**config.mk**
```make
export PLATFORM = sky130hd
export DESIGN_NAME = enigma_key_entry
export DESIGN_NICKNAME = d
export VERILOG_FILES = /design/src/rtl/enigma_pkg.sv /design/src/rtl/btn_debounce.sv /design/src/rtl/enigma_key_entry.sv
export SDC_FILE = /design/constraint.sdc
export NUM_CORES = 1
export LEC_CHECK = 0
export BUFFER_PORTS_ARGS = -buffer_cell sky130_fd_sc_hd__buf_2
export CAP_MARGIN = 20
export CORE_MARGIN = 1
export CORE_UTILIZATION = 40
export CTS_CLUSTER_SIZE = 30
export DETAILED_ROUTE_END_ITERATION = 8
export SETUP_SLACK_MARGIN = 0.15
export SLEW_MARGIN = 25
export SYNTH_ARGS = -nofsm -noshare
export SYNTH_HDL_FRONTEND = slang
export SYNTH_HIERARCHICAL = 1
export SYNTH_SLANG_ARGS = --single-unit
```
**constraint.sdc**
```tcl
create_clock -name clk -period 2.3 [get_ports clk]
set_clock_uncertainty 0.05 [all_clocks]
set_input_delay 0.23 -clock clk [delete_from_list [all_inputs] [get_ports clk]]
set_output_delay 0.23 -clock clk [all_outputs]
set_load 0.005 [all_outputs]
```
**src/rtl/enigma_pkg.sv**
```systemverilog
// Shared types and constants for the Enigma key-entry path.
// Latency: n/a (declarations only).
// Backpressure: n/a; consumers sample letter/letter_valid every cycle.
package enigma_pkg;

   localparam int LETTER_W   = 5;
   localparam int LETTER_MAX = 25;

   typedef logic [LETTER_W-1:0] letter_t;

   typedef enum logic [1:0] {
      IDLE,
      ACCEPT,
      WAIT_REL
   } key_state_t;

   // A code is a letter only when it falls within A..Z.
   function automatic logic letter_in_range(input letter_t code);
      return code <= letter_t'(LETTER_MAX);
   endfunction

endpackage

```
**src/rtl/btn_debounce.sv**
```systemverilog
// Synchronizes the raw enter button and debounces it into a stable level.
// Latency: 2 sync cycles plus DEBOUNCE_CYCLES before btn_db follows btn.
// Backpressure: none; edges shorter than DEBOUNCE_CYCLES are dropped.
module btn_debounce #(
   parameter int DEBOUNCE_CYCLES = 1_000_000,
   parameter int CNT_W           = 20
) (
   input  logic clk,
   input  logic rst,
   input  logic btn,
   output logic btn_db
);

   logic             r_btn_sync1;
   logic             r_btn_s;
   logic             r_btn_db;
   logic [CNT_W-1:0] r_cnt;

   // Two-flop synchronizer for the asynchronous button input.
   always_ff @(posedge clk or posedge rst) begin
      if (rst) begin
         r_btn_sync1 <= 1'b0;
         r_btn_s     <= 1'b0;
      end else begin
         r_btn_sync1 <= btn;
         r_btn_s     <= r_btn_sync1;
      end
   end

   // Count consecutive cycles of disagreement; flip the level once it has lasted long enough.
   always_ff @(posedge clk or posedge rst) begin
      if (rst) begin
         r_cnt    <= '0;
         r_btn_db <= 1'b0;
      end else if (r_btn_s == r_btn_db) begin
         r_cnt <= '0;
      end else if (r_cnt == CNT_W'(DEBOUNCE_CYCLES - 1)) begin
         r_cnt    <= '0;
         r_btn_db <= ~r_btn_db;
      end else begin
         r_cnt <= r_cnt + 1'b1;
      end
   end

   assign btn_db = r_btn_db;

endmodule

```
**src/rtl/enigma_key_entry.sv**
```systemverilog
// Key entry: sync letter switches, debounce enter, range-check, emit a one-cycle strobe.
// Latency: DEBOUNCE_CYCLES + 3 cycles from raw button rise to letter_valid/key_err.
// Backpressure: none; one accept per debounced press, A ignored while held.
module enigma_key_entry
   import enigma_pkg::*;
#(
   parameter int DEBOUNCE_CYCLES = 1_000_000,
   parameter int CNT_W           = 20
) (
   input  logic       clk,
   input  logic       rst,
   input  logic [4:0] A,
   input  logic       btn,
   output logic [4:0] letter,
   output logic       letter_valid,
   output logic       key_err,
   output logic       busy,
   output logic [7:0] key_count
);

   letter_t    r_a_sync1;
   letter_t    r_a_s;
   key_state_t r_state;
   key_state_t w_next_state;
   logic       w_take;
   logic       w_in_range;
   logic       w_btn_db;
   letter_t    r_letter;
   logic       r_letter_valid;
   logic       r_key_err;
   logic [7:0] r_key_count;

   btn_debounce #(
      .DEBOUNCE_CYCLES (DEBOUNCE_CYCLES),
      .CNT_W           (CNT_W)
   ) u_debounce (
      .clk    (clk),
      .rst    (rst),
      .btn    (btn),
      .btn_db (w_btn_db)
   );

   // Two-flop synchronizer for the letter switches (bus is quasi-static during a press).
   always_ff @(posedge clk or posedge rst) begin
      if (rst) begin
         r_a_sync1 <= '0;
         r_a_s     <= '0;
      end else begin
         r_a_sync1 <= A;
         r_a_s     <= r_a_sync1;
      end
   end

   // FSM state register.
   always_ff @(posedge clk or posedge rst) begin
      if (rst) r_state <= IDLE;
      else     r_state <= w_next_state;
   end

   // Next state; w_take marks the edge entering ACCEPT, where the switch value is captured.
   // btn_db can only be high in IDLE after a fresh rise, since WAIT_REL waits for it to drop.
   always_comb begin
      w_next_state = r_state;
      w_take       = 1'b0;
      case (r_state)
         IDLE: begin
            if (w_btn_db) begin
               w_next_state = ACCEPT;
               w_take       = 1'b1;
            end
         end
         ACCEPT:   w_next_state = WAIT_REL;
         WAIT_REL: if (!w_btn_db) w_next_state = IDLE;
         default:  w_next_state = IDLE;
      endcase
   end

   assign w_in_range = letter_in_range(r_a_s);

   // Output registers: strobes are high exactly during the ACCEPT cycle, letter updates with them.
   always_ff @(posedge clk or posedge rst) begin
      if (rst) begin
         r_letter       <= '0;
         r_letter_valid <= 1'b0;
         r_key_err      <= 1'b0;
         r_key_count    <= '0;
      end else begin
         r_letter_valid <= w_take & w_in_range;
         r_key_err      <= w_take & ~w_in_range;
         if (w_take && w_in_range) begin
            r_letter    <= r_a_s;
            r_key_count <= r_key_count + 8'd1;
         end
      end
   end

   assign letter       = r_letter;
   assign letter_valid = r_letter_valid;
   assign key_err      = r_key_err;
   assign key_count    = r_key_count;
   assign busy         = (r_state != IDLE);

endmodule
```
-- After elaboration in Yosys (flattened, before gate mapping)
Cells that the tools add are included.
- register bits after elaboration: 50
- latch bits: 0
- bits in writable memories: 0
- ROM bits: 0
- bits of input ports: 8
- output and inout bits: 16
- word-level logic and storage cells: 37
- memories: 0
- add/sub/neg operators: 2
- $mul: 0
- div/mod/pow operators: 0
- $lt $le $gt $ge: 1
- eq/ne operators: 6
- shift-type cells: 0
- mux-type cells: 7
- bitwise gates (word level): 5
- reductions and logical operators: 5
- operators with widths (cell ; number):
    $mux W20 ; 2
    $add A20 B1 Y20 const B ; 1
    $eq A20 B20 Y1 const B ; 1
    $add A8 B1 Y8 const B ; 1
    $pmux W2 S3 ; 1
    $le A5 B5 Y1 const B ; 1
    $mux W2 ; 2
    $reduce_and A2 Y1 ; 2
    $not A1 Y1 ; 3
    $and A1 B1 Y1 ; 2
    $eq A2 B1 Y1 const B ; 1
    $eq A2 B2 Y1 const B ; 1
    $logic_not A2 Y1 ; 1
    $mux W1 ; 2
    $ne A2 B1 Y1 const B ; 1
    $ne A2 B2 Y1 const B ; 1
    $reduce_bool A2 Y1 ; 1
    $eq A1 B1 Y1 ; 1
    $logic_and A1 B1 Y1 ; 1

-- Longest topological paths before layout
Gate-level depths: netlist of the first run.
- word-level depth: 3
- depth in mapped cells: 6
- depth with buffers taken out: 5

-- Hierarchy
Netlist of the first run, hierarchy kept.
- modules (own cells, without submodules) (module ; times used ; cells each ; area an instance (um^2) ; seq. area each (um^2)):
    btn_debounce ; 1 ; 109 ; 1118.6 ; 575.6
    enigma_key_entry ; 1 ; 63 ; 979.7 ; 675.6

-- Worst setup path after synthesis of the first run
No wires, ideal clock.
- kind: register to register
- from: reg u_debounce.r_cnt[4]
- to: reg u_debounce.r_cnt[17]
- arrival time: 1.541 ns
- required time: 2.172 ns
- slack: 0.631 ns
- cell stages (with the launch flop): 5
- clock period less this slack: 1.669 ns
- cells stage by stage: dfrtp_1 > nand4_4 > or4_1 > or3_1 > a21oi_1
- longest elaborated chain between the ends: 3
- elaborated cells between the ends (all ways): 4
- classes of those cells: add/sub (1); eq/ne (1); mux (2)
- RTL lines (element ; line ; RTL):
    start, declared ; btn_debounce.sv:17 ; logic [CNT_W-1:0] r_cnt;
    start signal, assigned ; btn_debounce.sv:41 ; r_cnt <= r_cnt + 1'b1;
    $add A20 B1 Y20 / $eq A20 B20 Y1 (equally long branches) ; btn_debounce.sv:41, btn_debounce.sv:37 ;
    $mux W20 * ; btn_debounce.sv:37 ; end else if (r_cnt == CNT_W'(DEBOUNCE_CYCLES - 1)) begin
    $mux W20 * ; btn_debounce.sv:35 ; end else if (r_btn_s == r_btn_db) begin
Every way passes the cells marked *; elsewhere a longest branch is shown, timed or not.
A chain may end at the register's enable or synchronous reset.

-- Worst setup path after layout of the first run
- from: reg u_debounce.r_cnt[0]
- to: reg u_debounce.r_cnt[18]
The elaborated chain is that of the path after synthesis.

==> results.env, run 1 <==
STATUS='complete, no violations'
CLOCK_INSERTION_DELAY_WORST_SKEW_NS=0.30
FIN_CELLS=280
CELLPOWERDENSITY_nW_PER_UM2=602
IOS=24
GRT_START_MAX_NET_PINS=28
FILLER_CELL_COUNT=449
DRIVE_GT1_SHARE_PCT=23.0
VIA_COUNT=1378
LEAKAGEPOWER_nW=1.17
FP.DIEW_MICRONS=74.4
CLOCK_TREE_FROM_TRITONCTS='done'
CP.ARRIVAL_NS=2.00
POSTCTSSETUPREPAIRBUFS=0
MOST_USED_DFF_POST_SYNTH='sky130_fd_sc_hd__dfrtp_1'
MAIN_COMBINATIONAL_CELL_FAMILY_BY_AREA_AFTER_SYNTHESIS='simple AND/OR/NAND/NOR gates'
SYN_NETS=182
FINAL.SETUP.TNS_NS=0
AVGVIACOUNTPERCELL=4.92
CRITICAL_PATH_START_TYPE='flip-flop'
NUMBER_OF_WARNING_MESSAGES_IN_THE_YOSYS_LOG=6
COREAREA_SQ_UM=4880
HOLDCRITPATHCLASS='flip-flop to flip-flop'
ANTENNA-DIODE-COUNT=0
YS_SEQ_ELEMENTS=50
POSTCTSRESIZEDCELLS=0
DP_CELLS=265
GRT_OVERFLOW_TOTAL=0
CTS_BUFFERS=5
START_UTIL_PCT=43.0
CLOCK_TREE.ROOT_CELL='sky130_fd_sc_hd__clkbuf_8'
POST_SYNTH_FA_HA_MAJ_AREA_FRACTION_PCT=1.19
RELSLEWSLACK_PCT=41.2
DETAILEDPLACEMENTHPWL_MICRONS=2560
FINAL_ANTENNA_NET_COUNT=0
CTS_H_TREE_DEPTH=2
DIE_H_MICRONS=74.4
IO_BUFFERS=23
SYNTH_COMPOUND_GATE_AREA_SHARE_PCT=2.62
SYNTH-XOR-AREA-SHARE_PCT=9.60
BASIC_GATE_SHARE_OF_THE_SYNTHESIZED_AREA_COUNTING_AND_OR_NAND_AND_NOR_CELLS_PCT=20.2
ROUTE.DETAILED.WL_PER_INST_MICRONS=12.8
FINALHOLDWORSTSLACK_NS=0.306
POWER.IR.VDD_WORST_mV=0.352
WORSTSETUPPATHTYPE='flip-flop to flip-flop'
FINALWEIGHTEDCONGESTION=0.837
DRT-PASS1-ITER-COUNT=4
RSZ0062_AT_GRT='no'
POST_SYNTH_MUX_AREA_SHARE_PCT=4.89
PATH_MAX_FANOUT=5
FINALHOLDVIOLATIONS=0
P_TOTAL_mW=1.50
SETUP_WS_NS=0.442
POST_SYNTH_INSTANCE_AREA_SQ_UM=2100
WORST_SLEW_PIN_SLEW_NS=0.881
LAYOUT.CELLS.MOST_COMMON='sky130_fd_sc_hd__dfrtp_1'
TIMING.FINAL.CRIT_PERIOD_NS=1.86
POSTROUTEWIRELENGTH_MICRONS=3580
SYNTH_ASYNC_SR_FLOP_SHARE_PCT=100
QUANTITY_OF_HOLD_FIXING_BUFFERS_ADDED_AFTER_CTS=7
POST_SYNTH_INST_COUNT=172
CP-END-KIND='flip-flop'
GRT_USAGE_PCT=14.8
MAX-CLOCK-PATH-BUFFERS=2
FLOORPLAN.ROWS=25
MOST-COMMON-LAYOUT-CELLS='50 x sky130_fd_sc_hd__dfrtp_1, 23 x sky130_fd_sc_hd__buf_2, 19 x sky130_fd_sc_hd__nor2_1, 18 x sky130_fd_sc_hd__xnor2_1, 10 x sky130_fd_sc_hd__nand3_1'
SYNTH_AREA_PER_CELL_SQ_UM=12.2
FINISH.NET_COUNT=222
DRT_DRC_VIOLATIONS_LEFT=0
DIE_AREA_SQ_UM=5540
DRT_ITER0_DRC=66
FINALMAXSLEWVIOLATIONS=0
MAX_CAP_VIOLATIONS=0
WORST-ENDPOINT-REQUIRED_NS=2.44
VIA_COUNT_OF_THE_FIRST_GLOBAL_ROUTING_PASS=1359
TIMING.FINAL.SETUP_VIOLATIONS=0
NETLIST_CELL_TYPES=35
FLOW.AREA_GROWTH_FROM_SYNTHESIS_PCT=18.7
SYNTH_EDF_COUNT=0
SEQ_AREA_FRAC_SYNTH_PCT=59.6
WIRE_LENGTH_OF_THE_FIRST_GLOBAL_ROUTING_PASS_MICRONS=6090
MAXCLOCKFREQUENCY_MHz=538
CTS.CLK_SLEW.WORST_PATHS_NS=0.09
CTS_SINKS=50
INITIAL_ANTENNA_VIOLATION_COUNT=0
POST-ROUTE-PERIOD-UTIL_PCT=80.8
PRE_CTS_SLACK_NS=0.446
## cell families after synthesis
group,count (synthesis)
compound gates,8
xor+xnor,23
fa+ha+maj,2
buf+inv,10
flops,50
mux,8
simple gates,71
## path summary, 6_finish.rpt
path | startpoint | to | slack, ns | cells after the start
worst max-delay path | u_debounce/r_cnt[0] | u_debounce/r_cnt[18] | 0.44 | 5
worst min-delay path | r_a_sync1[2] | r_a_s[2] | 0.31 | 0
worst max register to register | u_debounce/r_cnt[0] | u_debounce/r_cnt[18] | 0.44 | 5
worst min register to register | r_a_sync1[2] | r_a_s[2] | 0.31 | 0
max in group asynchronous | rst | u_debounce/r_cnt[8] | 1.04 | 3
min in group asynchronous | rst | r_a_sync1[4] | 0.48 | 4
## metrics by stage
stage | cell area, sq um | util, %
floorplan | 2100 | -
global placement | 2320 | 47.6
detailed placement | 2320 | 47.6
CTS | 2490 | 51.1
global route | 2490 | 51.1
finish | 2490 | 51.1
## power breakdown
group          internal, mW  total, mW  switching [mW]
clock                 0.248      0.543           0.295
combinational        0.0215     0.0531          0.0316
sequential            0.893      0.903          0.0101
## worst max-delay path, stage by stage, from the launching register on
cell and delay (ns):
sky130_fd_sc_hd__dfrtp_1 0.42, sky130_fd_sc_hd__ha_1 0.22, sky130_fd_sc_hd__nand3_1 0.19, sky130_fd_sc_hd__nor4_2 0.45, sky130_fd_sc_hd__mux2i_1 0.13, sky130_fd_sc_hd__nor4b_1 0.30
## sequential cells by signal, indices dropped and copies added, names as in the netlist
name	flops
u_debounce/r_cnt	20
key_count	8
letter	5
r_a_s	5
r_a_sync1	5
r_state	2
key_err	1
letter_valid	1
u_debounce/btn_db	1
u_debounce/r_btn_s	1
u_debounce/r_btn_sync1	1
## area by class of cell
cell class | count | area (sq um) | area share (%)
inverters | 9 | 33.8 | 1.36
clock inverters | 2 | 16.3 | 0.653
flip-flops and latches | 50 | 1250 | 50.2
multi-input cells | 112 | 808 | 32.4
well taps | 67 | 83.8 | 3.37
repair buffers | 34 | 215 | 8.64
clock buffers | 6 | 82.6 | 3.31
## cell usage after synthesis (3+ instances only)
| master | n | area share, % |
|---|---|---|
| sky130_fd_sc_hd__dfrtp_1 | 50 | 60 |
| sky130_fd_sc_hd__nor2_1 | 19 | 3.4 |
| sky130_fd_sc_hd__xnor2_1 | 18 | 7.5 |
| sky130_fd_sc_hd__nand3_1 | 10 | 2.4 |
| sky130_fd_sc_hd__inv_1 | 8 | 1.4 |
| sky130_fd_sc_hd__nand2_1 | 6 | 1.1 |
| sky130_fd_sc_hd__nand4_1 | 6 | 1.8 |
| sky130_fd_sc_hd__nor3_1 | 5 | 1.2 |
| sky130_fd_sc_hd__xor2_1 | 5 | 2.1 |
| sky130_fd_sc_hd__and3_1 | 4 | 1.2 |
| sky130_fd_sc_hd__and4_1 | 4 | 1.7 |
| sky130_fd_sc_hd__mux2_4 | 4 | 2.9 |
| sky130_fd_sc_hd__nor4_1 | 4 | 1.2 |
| sky130_fd_sc_hd__o21ai_0 | 3 | 0.72 |
## layer usage
metal / track usage, % / wire, microns / vias up / share of wire, %
li1: - / - / 677 / -
met4: 6.92 / 59 / 0 / 1.6
met2: 22.8 / 1670 / 17 / 47
met3: 3.66 / 97 / 6 / 2.7
met1: 19.6 / 1750 / 678 / 49
met5: 0 / 0 / - / 0
Note: power is estimated with default switching activity, not from simulation.
==> run 2: changes to the inputs <==
clock period = 1.7 ns   (was 2.3 ns; I/O delays follow)
==> run 2 against run 1 <==
Routed wire length is 19% higher; fmax is 13% higher; die area stayed put; total power is 38% higher; sequential share of layout area is 6.6 points lower; worst setup slack worse by 0.39 ns; via count is 11% higher; global-route usage is 2.3 points higher; design area is 16% higher; critical path type unchanged; highest routed layer unchanged.
==> results.env, run 2 (synthesized netlist as in run 1, its figures left out) <==
STATUS='complete, no violations'
CTS_BUFFERS=5  # unchanged
ROUTE.DETAILED.WL_PER_INST_MICRONS=13.8  # +8.1%
FINAL_ANTENNA_NET_COUNT=0  # unchanged
MAX_CAP_VIOLATIONS=0  # unchanged
WORSTSETUPPATHTYPE='flip-flop to flip-flop'
HOLDCRITPATHCLASS='flip-flop to flip-flop'
CRITICAL_PATH_START_TYPE='flip-flop'
VIA_COUNT=1524  # +11%
FILLER_CELL_COUNT=416  # -7.3%
GRT_START_MAX_NET_PINS=28  # unchanged
FINALMAXSLEWVIOLATIONS=0  # unchanged
FP.DIEW_MICRONS=74.4  # unchanged
SETUP_WS_NS=0.0504  # -0.391 ns
DETAILEDPLACEMENTHPWL_MICRONS=2730  # +6.7%
MAXCLOCKFREQUENCY_MHz=606  # +13%
PRE_CTS_SLACK_NS=-0.0926  # -0.539 ns
RELSLEWSLACK_PCT=78.1  # +37 points
POST-ROUTE-PERIOD-UTIL_PCT=97.0  # +16 points
TIMING.FINAL.SETUP_VIOLATIONS=0  # unchanged
POWER.IR.VDD_WORST_mV=0.490  # +39%
DIE_AREA_SQ_UM=5540  # unchanged
FIN_UTIL_PCT=59.2  # +8.1 points
LARGEST_REGISTER='u_debounce/r_cnt'
CTS_H_TREE_DEPTH=2  # unchanged
MAX-CLOCK-PATH-BUFFERS=2  # unchanged
CTS.CLK_SLEW.WORST_PATHS_NS=0.09  # about the same
LEAKAGEPOWER_nW=1.36  # +16%
RSZ0062_AT_GRT='yes'
DP_CELLS=278  # +4.9%
CELLPOWERDENSITY_nW_PER_UM2=715  # +19%
WIRE_LENGTH_OF_THE_FIRST_GLOBAL_ROUTING_PASS_MICRONS=7070  # +16%
DRT-PASS1-ITER-COUNT=4  # unchanged
COREAREA_SQ_UM=4880  # unchanged
DRT_DRC_VIOLATIONS_LEFT=0  # unchanged
DRIVE_GT1_SHARE_PCT=44.0  # +21 points
POSTROUTEWIRELENGTH_MICRONS=4260  # +19%
LARGEST_REGISTER_FFS=20  # unchanged
CP.ARRIVAL_NS=1.84  # -0.16 ns
FINALHOLDVIOLATIONS=0  # unchanged
START_UTIL_PCT=43.0  # unchanged
FLOW.AREA_GROWTH_FROM_SYNTHESIS_PCT=37.6
WORST_SLEW_PIN_SLEW_NS=0.329  # -0.552 ns
FINISH.NET_COUNT=250  # +13%
CLOCK_TREE_FROM_TRITONCTS='done'
CP-END-KIND='flip-flop'
TIMING.FINAL.CRIT_PERIOD_NS=1.65  # -0.209 ns
CTS_SINKS=50  # unchanged
GRT_OVERFLOW_TOTAL=0  # unchanged
PATH_MAX_FANOUT=2  # -3
IO_BUFFERS=23  # unchanged
LAYOUT.CELLS.MOST_COMMON='sky130_fd_sc_hd__dfrtp_1'
GRT_USAGE_PCT=17.0  # +2.3 points
WORST-ENDPOINT-REQUIRED_NS=1.89  # -0.55 ns
FINALWEIGHTEDCONGESTION=0.811  # -3.0%
INITIAL_ANTENNA_VIOLATION_COUNT=0  # unchanged
VIA_COUNT_OF_THE_FIRST_GLOBAL_ROUTING_PASS=1594  # +17%
CLOCK_INSERTION_DELAY_WORST_SKEW_NS=0.30  # about the same
FLOORPLAN.ROWS=25  # unchanged
DIE_H_MICRONS=74.4  # unchanged
DRT_ITER0_DRC=41  # -38%
FIN_CELLS=308  # +10%
AVGVIACOUNTPERCELL=4.95  # +0.54%
IOS=24  # unchanged
CLOCK_TREE.ROOT_CELL='sky130_fd_sc_hd__clkbuf_8'
ANTENNA-DIODE-COUNT=0  # unchanged
MOST-COMMON-LAYOUT-CELLS='42 x sky130_fd_sc_hd__dfrtp_1, 28 x sky130_fd_sc_hd__buf_4, 23 x sky130_fd_sc_hd__buf_2, 18 x sky130_fd_sc_hd__xnor2_1, 12 x sky130_fd_sc_hd__nor2_1'
## run 2: through the flow
stage	hold WS [ns]	area [sq um]	TNS (ns)	total power, mW
final	0.305	2890	0	2.06
after global routing	0.312	2890	-0.0433	2.16
after CTS	0.308	2790	0	2.09
after detailed placement	0.191	2450	-0.0926	1.31
after global placement	0.186	2450	0	1.31
after floorplan	0.122	2130	0	1.28
## run 2: cell type report
cell class	count	area, sq um	share of cell area (%)
flip-flops and latches	50	1260	43.7
multi-input cells	112	966	33.4
repair buffers	62	444	15.4
well taps	67	83.8	2.90
clock buffers	6	82.6	2.86
inverters	9	33.8	1.17
clock inverters	2	16.3	0.563
## run 2: worst max-delay path, cell delays in order, from the launching register on
cell                      delay (ns)
sky130_fd_sc_hd__dfrtp_1        0.42
sky130_fd_sc_hd__nand4_4        0.13
sky130_fd_sc_hd__or4_4          0.55
sky130_fd_sc_hd__or3_1          0.33
sky130_fd_sc_hd__a21oi_2        0.11
## run 2: timing repair
item | 4_1_cts | 5_1_grt
hold buffers | 7 | 0
buffers inserted | 12 | 3
resized for setup | 22 | 16
hold endpoints to repair | 56 | 0
pin swaps | 11 | 8
setup endpoints to repair | 21 | 21
## run 2: per-layer routing
layer / vias up / part of all wire [%] / GRT usage [%] / wire, microns
li1: 734 / - / - / -
met1: 770 / 44 / 20.9 / 1860
met2: 18 / 54 / 28.5 / 2290
met3: 2 / 2.2 / 4.74 / 92
met4: 0 / 0.40 / 6.71 / 17
met5: - / 0 / 0 / 0
## run 2: worst paths after layout
path | start | endpoint | slack, ns | cells after the start
setup / recovery | u_debounce/r_cnt[5] | u_debounce/r_cnt[17] | 0.05 | 4
hold / removal | r_a_sync1[0] | r_a_s[0] | 0.30 | 0
setup reg to reg | u_debounce/r_cnt[5] | u_debounce/r_cnt[17] | 0.05 | 4
hold reg to reg | r_a_sync1[0] | r_a_s[0] | 0.30 | 0
max in group asynchronous | rst | u_debounce/r_cnt[2] | 0.91 | 4
min in group asynchronous | rst | u_debounce/r_cnt[5] | 0.43 | 4
## run 2: where the power goes
| group | leakage, nW | internal [mW] | switching [mW] |
|---|---|---|---|
| clock network | 0.0478 | 0.336 | 0.405 |
| registers | 0.655 | 1.21 | 0.0150 |
| logic | 0.652 | 0.0432 | 0.0558 |
| total | 1.36 | 1.59 | 0.476 |
==> run 3: changes to the inputs <==
REMOVE_ABC_BUFFERS = 1   (was not set)
==> run 3 against run 2 <==
Register-to-register slack is essentially flat; clock-buffer cell count shrank 1; design area shrank 2.6%; sequential power is essentially flat; sequential share of layout area grew 0.97 points; combinational power shrank 3.8%; critical path type unchanged; critical endpoint unchanged.
==> results.env, run 3 (synthesized netlist as in run 1, its figures left out) <==
STATUS='complete, no violations'
REG2REGPATHDEPTH=4  # unchanged
FILLER_CELL_COUNT=437  # +5.0%
ANTENNA-DIODE-COUNT=0  # unchanged
START_UTIL_PCT=43.0  # unchanged
MAX_CAP_VIOLATIONS=0  # unchanged
TIMING.FINAL.CRIT_PERIOD_NS=1.64  # -0.00991 ns
MAXCLOCKFREQUENCY_MHz=610  # +0.60%
MAX-CLOCK-PATH-BUFFERS=2  # unchanged
FP.DIEW_MICRONS=74.4  # unchanged
FINALHOLDWORSTSLACK_NS=0.306  # +0.000965 ns
POSTROUTEWIRELENGTH_MICRONS=4130  # -3.1%
CLOCK_TREE_FROM_TRITONCTS='done'
CTS.CLK_SLEW.WORST_PATHS_NS=0.09  # about the same
P_TOTAL_mW=2.16  # +4.5%
PATH_MAX_FANOUT=3  # +1
ROUTE.DETAILED.WL_PER_INST_MICRONS=13.5  # -2.5%
WIRE_LENGTH_OF_THE_FIRST_GLOBAL_ROUTING_PASS_MICRONS=6800  # -3.8%
IOS=24  # unchanged
FINALMAXSLEWVIOLATIONS=0  # unchanged
MOST-COMMON-LAYOUT-CELLS='46 x sky130_fd_sc_hd__dfrtp_1, 26 x sky130_fd_sc_hd__buf_4, 23 x sky130_fd_sc_hd__buf_2, 18 x sky130_fd_sc_hd__xnor2_1, 18 x sky130_fd_sc_hd__nor2_1'
WORST_SLEW_PIN_SLEW_NS=0.534  # +0.205 ns
LARGEST_REGISTER='u_debounce/r_cnt'
VIA_COUNT_OF_THE_FIRST_GLOBAL_ROUTING_PASS=1427  # -10%
HOLDCRITPATHCLASS='flip-flop to flip-flop'
CLOCK_INSERTION_DELAY_WORST_SKEW_NS=0.30  # about the same
FLOW.AREA_GROWTH_FROM_SYNTHESIS_PCT=34.1
DRT_DRC_VIOLATIONS_LEFT=0  # unchanged
DIE_H_MICRONS=74.4  # unchanged
LEAKAGEPOWER_nW=1.34  # -1.1%
POWER.IR.VDD_WORST_mV=0.653  # +33%
CRITICAL_PATH_START_TYPE='flip-flop'
TIMING.FINAL.SETUP_VIOLATIONS=0  # unchanged
DRT_ITER0_DRC=54  # +32%
STARTPOINT='u_debounce/r_cnt[6]'
IO_BUFFERS=23  # unchanged
FINALHOLDVIOLATIONS=0  # unchanged
INITIAL_ANTENNA_VIOLATION_COUNT=0  # unchanged
CTS_SINKS=50  # unchanged
DRIVE_GT1_SHARE_PCT=38.5  # -5.5 points
LAYOUT.CELLS.MOST_COMMON='sky130_fd_sc_hd__dfrtp_1'
VIA_COUNT=1464  # -3.9%
ORIGIN_OF_THE_CRITICAL_FLOP_TO_FLOP_PATH='u_debounce/r_cnt[6]'
MULTIINPUTGATEAREA_SQ_UM=885  # -8.4%
CELL_AREA_REPORTED_AFTER_DETAILED_PLACEMENT_SQ_UM=2450  # +0.15%
LARGEST_REGISTER_FFS=20  # unchanged
HOLDPATHSTAGES=0  # unchanged
FINISH.NET_COUNT=248  # -0.80%
WORST-ENDPOINT-REQUIRED_NS=1.88  # about the same
GRT_OVERFLOW_TOTAL=0  # unchanged
DETAILEDPLACEMENTHPWL_MICRONS=2790  # +2.4%
CELLPOWERDENSITY_nW_PER_UM2=766  # +7.2%
SOURCE_OF_THE_WORST_HOLD_TIMING_PATH='r_a_sync1[2]'
FINAL_ANTENNA_NET_COUNT=0  # unchanged
GRT_USAGE_PCT=16.4  # -0.60 points
DIE_AREA_SQ_UM=5540  # unchanged
POST-ROUTE-CELL-AREA_SQ_UM=2810  # -2.6%
AVGVIACOUNTPERCELL=4.78  # -3.3%
POST-ROUTE-PERIOD-UTIL_PCT=96.4  # -0.58 points
CTS_BUFFERS=5  # unchanged
FLOORPLAN.ROWS=25  # unchanged
WORSTSETUPPATHTYPE='flip-flop to flip-flop'
GRT_START_MAX_NET_PINS=24  # -14%
CP-END-KIND='flip-flop'
CTS_H_TREE_DEPTH=2  # unchanged
CP.ARRIVAL_NS=1.82  # -0.02 ns
RELSLEWSLACK_PCT=64.3  # -14 points
FIN_UTIL_PCT=57.7  # -1.5 points
RSZ0062_AT_GRT='yes'
FINALWEIGHTEDCONGESTION=0.819  # +0.95%
DRT-PASS1-ITER-COUNT=4  # unchanged
COREAREA_SQ_UM=4880  # unchanged
CLOCK_TREE.ROOT_CELL='sky130_fd_sc_hd__clkbuf_8'
REGISTER_AREA_SQ_UM=1260  # -0.40%
-- run 3: cell types whose count changed in the layout (fill, tap and decap cells not counted), moves of 2 or more --
cell,delta
sky130_fd_sc_hd__nor4b_4,-2
sky130_fd_sc_hd__or3_1,-2
sky130_fd_sc_hd__nor2_1,+6
sky130_fd_sc_hd__nor2_4,-3
sky130_fd_sc_hd__dfrtp_2,-4
sky130_fd_sc_hd__nor4b_2,+2
sky130_fd_sc_hd__buf_4,-2
sky130_fd_sc_hd__nor2_2,-3
sky130_fd_sc_hd__buf_12,+2
sky130_fd_sc_hd__or3_4,+2
sky130_fd_sc_hd__dfrtp_1,+4
-- run 3: timing repair --
item | in CTS | in global routing
endpoints found under the hold margin | 41 | 0
resized for setup | 15 | 6
setup buffers | 10 | 2
hold buffers | 7 | 0
setup endpoints to repair | 21 | 21
pin swaps | 8 | 3
-- run 3: area by class of cell --
| type | instances | area share, % |
|---|---|---|
| clock buffers | 5 | 2.45 |
| clock inverters | 3 | 1.56 |
| inverters | 9 | 1.20 |
| multi-input cells | 112 | 31.4 |
| flip-flops and latches | 50 | 44.6 |
| well taps | 67 | 2.98 |
| repair buffers | 60 | 15.7 |
-- run 3: stage by stage --
stage	TNS [ns]	cells	setup WS [ns]
6_report	0	306	0.0604
5_1_grt	-0.00289	306	-0.00289
4_1_cts	0	304	0.0661
3_5_place_dp	-0.109	279	-0.109
3_3_place_gp	0	279	0.0505
2_1_floorplan	0	171	0.0292
-- run 3: power breakdown --
part           internal [mW]  total (mW)  switching [mW]
Clock                  0.441       0.840           0.399
Combinational         0.0443      0.0951          0.0508
Sequential              1.21        1.22          0.0128
Total                   1.69        2.16           0.462
-- run 3: layer usage --
| layer | track usage, % | vias up | share of wire, % | wire, microns |
|---|---|---|---|---|
| met3 | 4.47 | 5 | 2.1 | 85 |
| li1 | - | 730 | - | - |
| met2 | 26.1 | 16 | 49 | 2040 |
| met5 | 0 | - | 0 | 0 |
| met4 | 4.40 | 0 | 1.1 | 47 |
| met1 | 22.3 | 713 | 47 | 1950 |
-- run 3: worst paths after layout --
check,endpoint,slack [ns]
max,u_debounce/r_cnt[17],0.06
min,r_a_s[2],0.31
max reg2reg,u_debounce/r_cnt[17],0.06
min reg2reg,r_a_s[2],0.31
max in group asynchronous,r_a_sync1[4],0.72
min in group asynchronous,key_err,0.42
-- run 3: critical path, stage by stage, from the launching register on --
cell and delay (ns):
sky130_fd_sc_hd__dfrtp_2 0.42, sky130_fd_sc_hd__nand4_4 0.11, sky130_fd_sc_hd__or4_4 0.55, sky130_fd_sc_hd__or3_4 0.34, sky130_fd_sc_hd__a21oi_2 0.11
